[config.mk]
export PLATFORM = sky130hd
export DESIGN_NAME = decoder_ifns_20do_iter
export DESIGN_NICKNAME = d
export VERILOG_FILES = /design/src/rtl/decoder_ifns_20do_iter.sv
export SDC_FILE = /design/constraint.sdc
export NUM_CORES = 1
export LEC_CHECK = 0
export BUFFER_PORTS_ARGS = -buffer_cell sky130_fd_sc_hd__buf_4
export CAP_MARGIN = 30
export CORE_MARGIN = 2
export CORE_UTILIZATION = 45
export CTS_BUF_LIST = sky130_fd_sc_hd__clkbuf_8
export DETAILED_ROUTE_END_ITERATION = 16
export GPL_TIMING_DRIVEN = 0
export SLEW_MARGIN = 20
export SYNTH_ARGS = -nofsm -noshare
export SYNTH_HDL_FRONTEND = slang
export SYNTH_SLANG_ARGS = --single-unit
[constraint.sdc]
create_clock -name clk -period 40.3 [get_ports clk]
set_clock_uncertainty 0.2 [all_clocks]
set_input_delay 2.015 -clock clk [delete_from_list [all_inputs] [get_ports clk]]
set_output_delay 2.015 -clock clk [all_outputs]
set_load 0.05 [all_outputs]
[src/rtl/decoder_ifns_20do_iter.sv]
// Iterative IFNS decoder: 29-wire codeword -> 20-bit data word, BITS_PER_CYCLE weighted bits per clock, MSB first.
// Define IFNS_FT_CHECK_EN to add the forbidden-transition flag output ft_err.
module decoder_ifns_20do_iter #(
  parameter int unsigned BITS_PER_CYCLE = 4
) (
  input  logic        clk,
  input  logic        rst,
  input  logic        in_valid,
  output logic        in_ready,
  input  logic [28:0] cw,
  output logic        out_valid,
  input  logic        out_ready,
  output logic [19:0] v,
  output logic        ovf,
`ifdef IFNS_FT_CHECK_EN
  output logic        ft_err,
`endif
  output logic        busy
);

  localparam int unsigned CW_W   = 29;
  localparam int unsigned ACC_W  = 21;
  localparam int unsigned DATA_W = 20;
  localparam int unsigned IDX_W  = 5;

  typedef enum logic [1:0] {IDLE, ACC, DONE} state_e;

  // W(k) for wire index k (d_{k+1}): Fibonacci F_{k+1} for k<28, F30 for the top wire
  function automatic logic [ACC_W-1:0] weight(input int unsigned k);
    logic [ACC_W-1:0] a, b, t, w;
    a = ACC_W'(1);
    b = ACC_W'(1);
    w = ACC_W'(832040);
    for (int unsigned i = 0; i < 28; i++) begin
      if (i == k) w = a;
      t = a + b;
      a = b;
      b = t;
    end
    return w;
  endfunction

  state_e              state_q, state_d;
  logic [ACC_W-1:0]    acc_q, acc_d;
  logic [IDX_W-1:0]    idx_q, idx_d;
  logic [CW_W-1:0]     cw_q, cw_d;
  logic                out_valid_q, out_valid_d;
  logic [DATA_W-1:0]   v_q, v_d;
  logic                ovf_q, ovf_d;
  logic [ACC_W-1:0]    chunk_c;
  logic [ACC_W-1:0]    sum_c;
  logic                last_c;

  // Weighted sum of the current chunk, wires idx down to idx-BITS_PER_CYCLE+1
  always_comb begin
    chunk_c = '0;
    for (int unsigned k = 0; k < CW_W; k++) begin
      if ((k <= 32'(idx_q)) && (k + BITS_PER_CYCLE > 32'(idx_q)) && cw_q[k])
        chunk_c = chunk_c + weight(k);
    end
  end

  assign sum_c  = acc_q + chunk_c;
  assign last_c = (32'(idx_q) < BITS_PER_CYCLE);

`ifdef IFNS_FT_CHECK_EN
  logic [CW_W-1:0] prev_cw_q, prev_cw_d;
  logic            ft_err_q, ft_err_d;
  logic [CW_W-1:0] tr_c;

  // Adjacent wires toggling in opposite directions
  assign tr_c = prev_cw_q ^ cw;
  always_comb begin
    prev_cw_d = prev_cw_q;
    ft_err_d  = ft_err_q;
    if (state_q == IDLE && in_valid) begin
      ft_err_d  = |(tr_c[27:0] & tr_c[28:1] & (cw[27:0] ^ cw[28:1]));
      prev_cw_d = cw;
    end
  end

  always_ff @(posedge clk or posedge rst) begin
    if (rst) begin
      prev_cw_q <= '0;
      ft_err_q  <= 1'b0;
    end else begin
      prev_cw_q <= prev_cw_d;
      ft_err_q  <= ft_err_d;
    end
  end

  assign ft_err = ft_err_q;
`endif

  always_comb begin
    state_d     = state_q;
    acc_d       = acc_q;
    idx_d       = idx_q;
    cw_d        = cw_q;
    out_valid_d = out_valid_q;
    v_d         = v_q;
    ovf_d       = ovf_q;
    case (state_q)
      IDLE: begin
        if (in_valid) begin
          cw_d    = cw;
          acc_d   = '0;
          idx_d   = IDX_W'(28);
          state_d = ACC;
        end
      end
      ACC: begin
        acc_d = sum_c;
        if (last_c) begin
          state_d     = DONE;
          v_d         = sum_c[DATA_W-1:0];
          ovf_d       = sum_c[ACC_W-1];
          out_valid_d = 1'b1;
        end else begin
          idx_d = idx_q - IDX_W'(BITS_PER_CYCLE);
        end
      end
      DONE: begin
        if (out_ready) begin
          out_valid_d = 1'b0;
          state_d     = IDLE;
        end
      end
      default: state_d = IDLE;
    endcase
  end

  always_ff @(posedge clk or posedge rst) begin
    if (rst) begin
      state_q     <= IDLE;
      acc_q       <= '0;
      idx_q       <= IDX_W'(28);
      cw_q        <= '0;
      out_valid_q <= 1'b0;
      v_q         <= '0;
      ovf_q       <= 1'b0;
    end else begin
      state_q     <= state_d;
      acc_q       <= acc_d;
      idx_q       <= idx_d;
      cw_q        <= cw_d;
      out_valid_q <= out_valid_d;
      v_q         <= v_d;
      ovf_q       <= ovf_d;
    end
  end

  // Handshake flags decode straight from the state flop
  assign in_ready  = (state_q == IDLE);
  assign busy      = (state_q != IDLE);
  assign out_valid = out_valid_q;
  assign v         = v_q;
  assign ovf       = ovf_q;

endmodule

# Yosys cells after proc, flatten, opt, wreduce, memory -nomap -nowiden
# Cells that the tools add are included.
# totals
ff_bits	79
in_bits	33
# classes
addsub	30
n_lt_le_gt_ge	57
n_eq_ne	6
mux	68
reduce_logical	66
# ops
cell	n
two-way mux 21 bit	56
adder 21 bit	27
> comparator 5 bit (first input constant)	16
less-or-equal comparator 5 bit (first input constant)	13
logical AND 1 bit	56
case mux 21 bit (2 select lines)	1
> comparator 4 x 5 -> 1 bit (first input constant)	8
less-or-equal comparator 4 x 5 -> 1 bit (first input constant)	8
adder 1 x 21 -> 21 bit	1
adder 21 x 20 -> 21 bit (second input constant)	1
> comparator 3 x 5 -> 1 bit (first input constant)	4
less-or-equal comparator 3 x 5 -> 1 bit (first input constant)	4
less-or-equal comparator 2 x 5 -> 1 bit (first input constant)	2
two-way mux 5 bit	2
case mux 5 bit (2 select lines)	1
AND reduction 3 bit	3
inequality test 2 bit (second input constant)	4
two-way mux 2 bit	3
case mux 2 bit (3 select lines)	1
AND reduction 2 bit	3
nonzero test 2 bit	3
less-or-equal comparator 1 x 5 -> 1 bit (first input constant)	1
< comparator 5 x 3 -> 1 bit (second input constant)	1
subtractor 5 x 3 -> 5 bit (second input constant)	1
5 further kinds	7

# Logic depth before layout (Yosys ltp)
# logic_depth
depth_word	62
ltp_mapped	90
ltp_nobuf	86

# Worst setup path after synthesis
# Ideal clock, no wire load.
# synth_timing
path_type	register to register
start	reg idx_q[4]
end	reg ovf_q (netlist: ovf)
t_arrival_ns	15.440
path_slack_ns	24.529
path_stages_with_launch	88
period_less_slack_ns	15.771
path_cell_list	dfstp_2 -> buf_6 -> clkbuf_1 -> clkbuf_1 -> nor3_1 -> and2_1 -> ha_1 -> ha_1 -> clkbuf_1 -> inv_1 -> ha_1 -> mux2i_1 -> o22ai_1 -> inv_1 -> ha_1 -> nand2_1 -> o21ai_0 -> ha_1 -> (+52 left out) -> inv_1 -> o21bai_1 -> a21oi_1 -> o21bai_1 -> a21oi_1 -> o21bai_1 -> a21oi_1 -> o21bai_1 -> a21oi_1 -> o21bai_1 -> a21oi_1 -> o21bai_1 -> a21oi_1 -> o21bai_1 -> a21oi_1 -> xor2_1 -> xnor2_1 -> o21ai_1
# synth_via
elab_chain_len	60
elab_cells_between_ends	172
cone_classes	29 x add/sub; 57 x order compare; 29 x mux; 57 x reduce/logical
# synth_rtl
item	line	text
start, declared	45	logic [IDX_W-1:0] idx_q, idx_d;
start signal, assigned	145	idx_q <= idx_d;
> comparator 3 x 5 -> 1 bit	58	if ((k <= 32'(idx_q)) && (k + BITS_PER_CYCLE > 32'(idx_q)) && cw_q[k])
logical AND 1 bit	58	
two-way mux 1 bit	58	
adder 1 x 21 -> 21 bit	59	chunk_c = chunk_c + weight(k);
two-way mux 21 bit	58	
adder 21 bit	59	
two-way mux 21 bit	58	
adder 21 bit	59	
(+44 left out)	n/a	
two-way mux 21 bit	58	
adder 21 bit	59	
two-way mux 21 bit	58	
adder 21 bit	59	
two-way mux 21 bit	58	
adder 21 x 20 -> 21 bit	59	
two-way mux 21 bit	58	
adder 21 bit	63	assign sum_c = acc_q + chunk_c;
end signal, assigned	149	ovf_q <= ovf_d;
end, declared	49	logic ovf_q, ovf_d;
# Several ways; a longest one is shown, not always the timed one.
# A chain may end at the register's enable or synchronous reset.

# Worst setup path after layout
# layout_timing
start	reg idx_q[3]
end	reg ovf_q (netlist: ovf)
# Same word-level chain as after synthesis.

==> qor.csv <==
metric,value,unit
Hold Path Class,flip-flop to flip-flop,
1st-pass router iterations,7,
vias in the first global route,10200,
# hold bufs at CTS,0,
total detailed-routing wirelength,31200,µm
total CTS buffers,9,
post-synth top area share,16.5,%
Die Height,162,µm
Filler cells,2502,
"top cells by area, synth","dfrtp_1 (16%), xnor2_1 (8.3%), nand2_1 (7.3%)",
number of distinct library cells after synthesis,112,
Nets,1622,
antenna violations before repair,0,
#FFs+latches synth,77,
YS warnings,0,
routed len/inst,16.7,µm
GP Congestion,0.910,
# Post-CTS Setup Buffers,0,
htree depth,3,
Final Non-Filler Cells,1864,
Fin Setup TNS,0,ps
via count,11000,
Total Routing Usage GR,23.6,%
final worst-path cycle share,45.2,%
CTS Sinks,77,
cts repair resizes,0,
Post-Syn Area,11300,µm²
Crit Path Max Fanout,10,
remaining antenna violation count,0,
RSZ-0062 raised after global routing,no,
dominant cell type by area after synthesis,dfrtp_1,
Max clock buf depth,2,
dpl cells,1848,
Overflow after GRT,0,
CTS tree,done,
"FFs w/ async S/R, synth",100,%
Post-synth EDFFs,0,
"Buf+Inv Stages, Crit Path",8,
DPL Wire Length,25200,µm
Skew-Pair Late Insertion Delay,360,ps
Layout area overhead,9.26,%
FMAX,54.9,MHz
Mapped Cells,1466,
# setup viols final,0,
relative slew slack,40.0,%
Max Slew Vio Count,0,
largest net degree at the start of global routing,43,
status,completed,
CP Capture Type,flip-flop,
DR DRC count,0,
PortBufs,56,
"commonest cells after routing, fill and taps aside","nand2_1 (220), xnor2_1 (106), nor2_1 (90)",
layout cells sized above 1,12.0,%
Max Cap Viol,0,
Vias/cell,5.92,
Worst Path Required,40330,ps
"Clk pin slew, worst setup/hold paths",90,ps
CP max stage delay,620,ps
Worst-Margin Slew,900,ps
Syn Nets,1553,
CP Launch Type,flip-flop,
syn avg cell area,7.68,µm²
global-route wire length before repair,51600,µm
Final min period,18200,ps
"most common cell after layout, fill and taps aside",nand2_1,
Root Driver,clkbuf_8,
Die X,162,µm
Starting Density,46.0,%
sequential area share after synthesis,17.2,%
most frequent cell on the critical path,ha_1,
"Top FF cell, synth",dfrtp_1,
die area,26300,µm²
io pins,57,
drt first-iter violations,873,
Core Rows,57,
"CP delay by family, top",adder cells,
Hold Fails Final Rpt,0,
diode count,0,
core area,24500,µm²
WS Path Type,flip-flop to flip-flop,
Critical Path AT,18230,ps
"Slowest-stage cell, CP",dfstp_2,
[worst reg2reg max path, delay by kind of cell (launching register included)]
kind	cells	cell delay, ps
mux	6	1450
xor+xnor	10	2540
simple gates	15	2490
flops	1	620
buf+inv	8	1710
compound gates	26	4440
fa+ha+maj	15	4610
[sequential cells by signal, indices dropped and copies added, names as in the netlist]
signal,cells
state_q,2
cw_q,29
idx_q,3
v,20
acc_q,21
ovf,1
out_valid,1
[synth_stat cells (12+ instances only)]
cell type	n
a211oi_1	20
a21o_1	12
a21oi_1	79
a31oi_1	29
and2_1	32
and3_1	34
clkbuf_1	51
dfrtp_1	74
ha_1	53
inv_1	33
mux2i_1	16
nand2_1	220
nand3_1	68
nor2_1	90
nor3_1	28
o211ai_1	26
o21ai_0	87
o21ai_1	12
o21bai_1	19
o31ai_1	16
or3_1	19
xnor2_1	106
xor2_1	43
[cells by family after synthesis]
| kind of cell | Yosys count | synth area share, % |
|---|---|---|
| fa+ha+maj | 54 | 6.07 |
| buf+inv | 98 | 3.49 |
| mux | 30 | 3.07 |
| flops | 77 | 17.2 |
| compound gates | 437 | 27.3 |
| xor+xnor | 171 | 15.7 |
| simple gates | 599 | 27.3 |
[cell type report]
class                           count  area, µm²  share of cell area, %
Multi-Input combinational cell   1291       8930                   72.6
Sequential cell                    77       1930                   15.7
Timing Repair Buffer               58        445                   3.62
Tap cell                          324        405                   3.30
Buffer                             65        269                   2.19
Inverter                           33        126                   1.03
Clock buffer                        9        124                   1.01
Clock inverter                      7       65.1                  0.529
[metal layers]
layer / global-route usage, % / share of wire [%]
met5: 0 / 0
met4: 4.18 / 1.2
met3: 2.37 / 4.5
met2: 38.1 / 44
met1: 34.6 / 50
[metrics by stage]
stage / hold WS, ps / setup slack, ps / util, % / area (µm²)
after floorplan: 237 / 24530 / - / 11300
after global placement: 254 / 22270 / 49.4 / 12100
after detailed placement: 262 / 22170 / 49.5 / 12100
after CTS: 281 / 22100 / 50.3 / 12300
after global routing: 308 / 20440 / 50.3 / 12300
final: 276 / 22100 / 50.3 / 12300
[final timing paths]
| kind | from | to | slack (ps) | depth (start not counted) |
|---|---|---|---|---|
| worst max register to register | idx_q[3]$_DFFE_PP1P_ | ovf$_DFFE_PP0P_ | 22100 | 80 |
| min in group asynchronous | rst | v[12]$_DFFE_PP0P_ | 1510 | 2 |
| max in group asynchronous | rst | idx_q[2]$_DFFE_PP1P_ | 37720 | 3 |
| worst min register to register | cw_q[0]$_DFFE_PP0P_ | cw_q[0]$_DFFE_PP0P_ | 280 | 2 |
| worst min-delay path | cw_q[0]$_DFFE_PP0P_ | cw_q[0]$_DFFE_PP0P_ | 280 | 2 |
| worst max-delay path | idx_q[3]$_DFFE_PP1P_ | ovf$_DFFE_PP0P_ | 22100 | 80 |
Power is left out: the tool's default activity adds up to more than one toggle a clock period on the data nets, which glitch-free logic cannot reach.
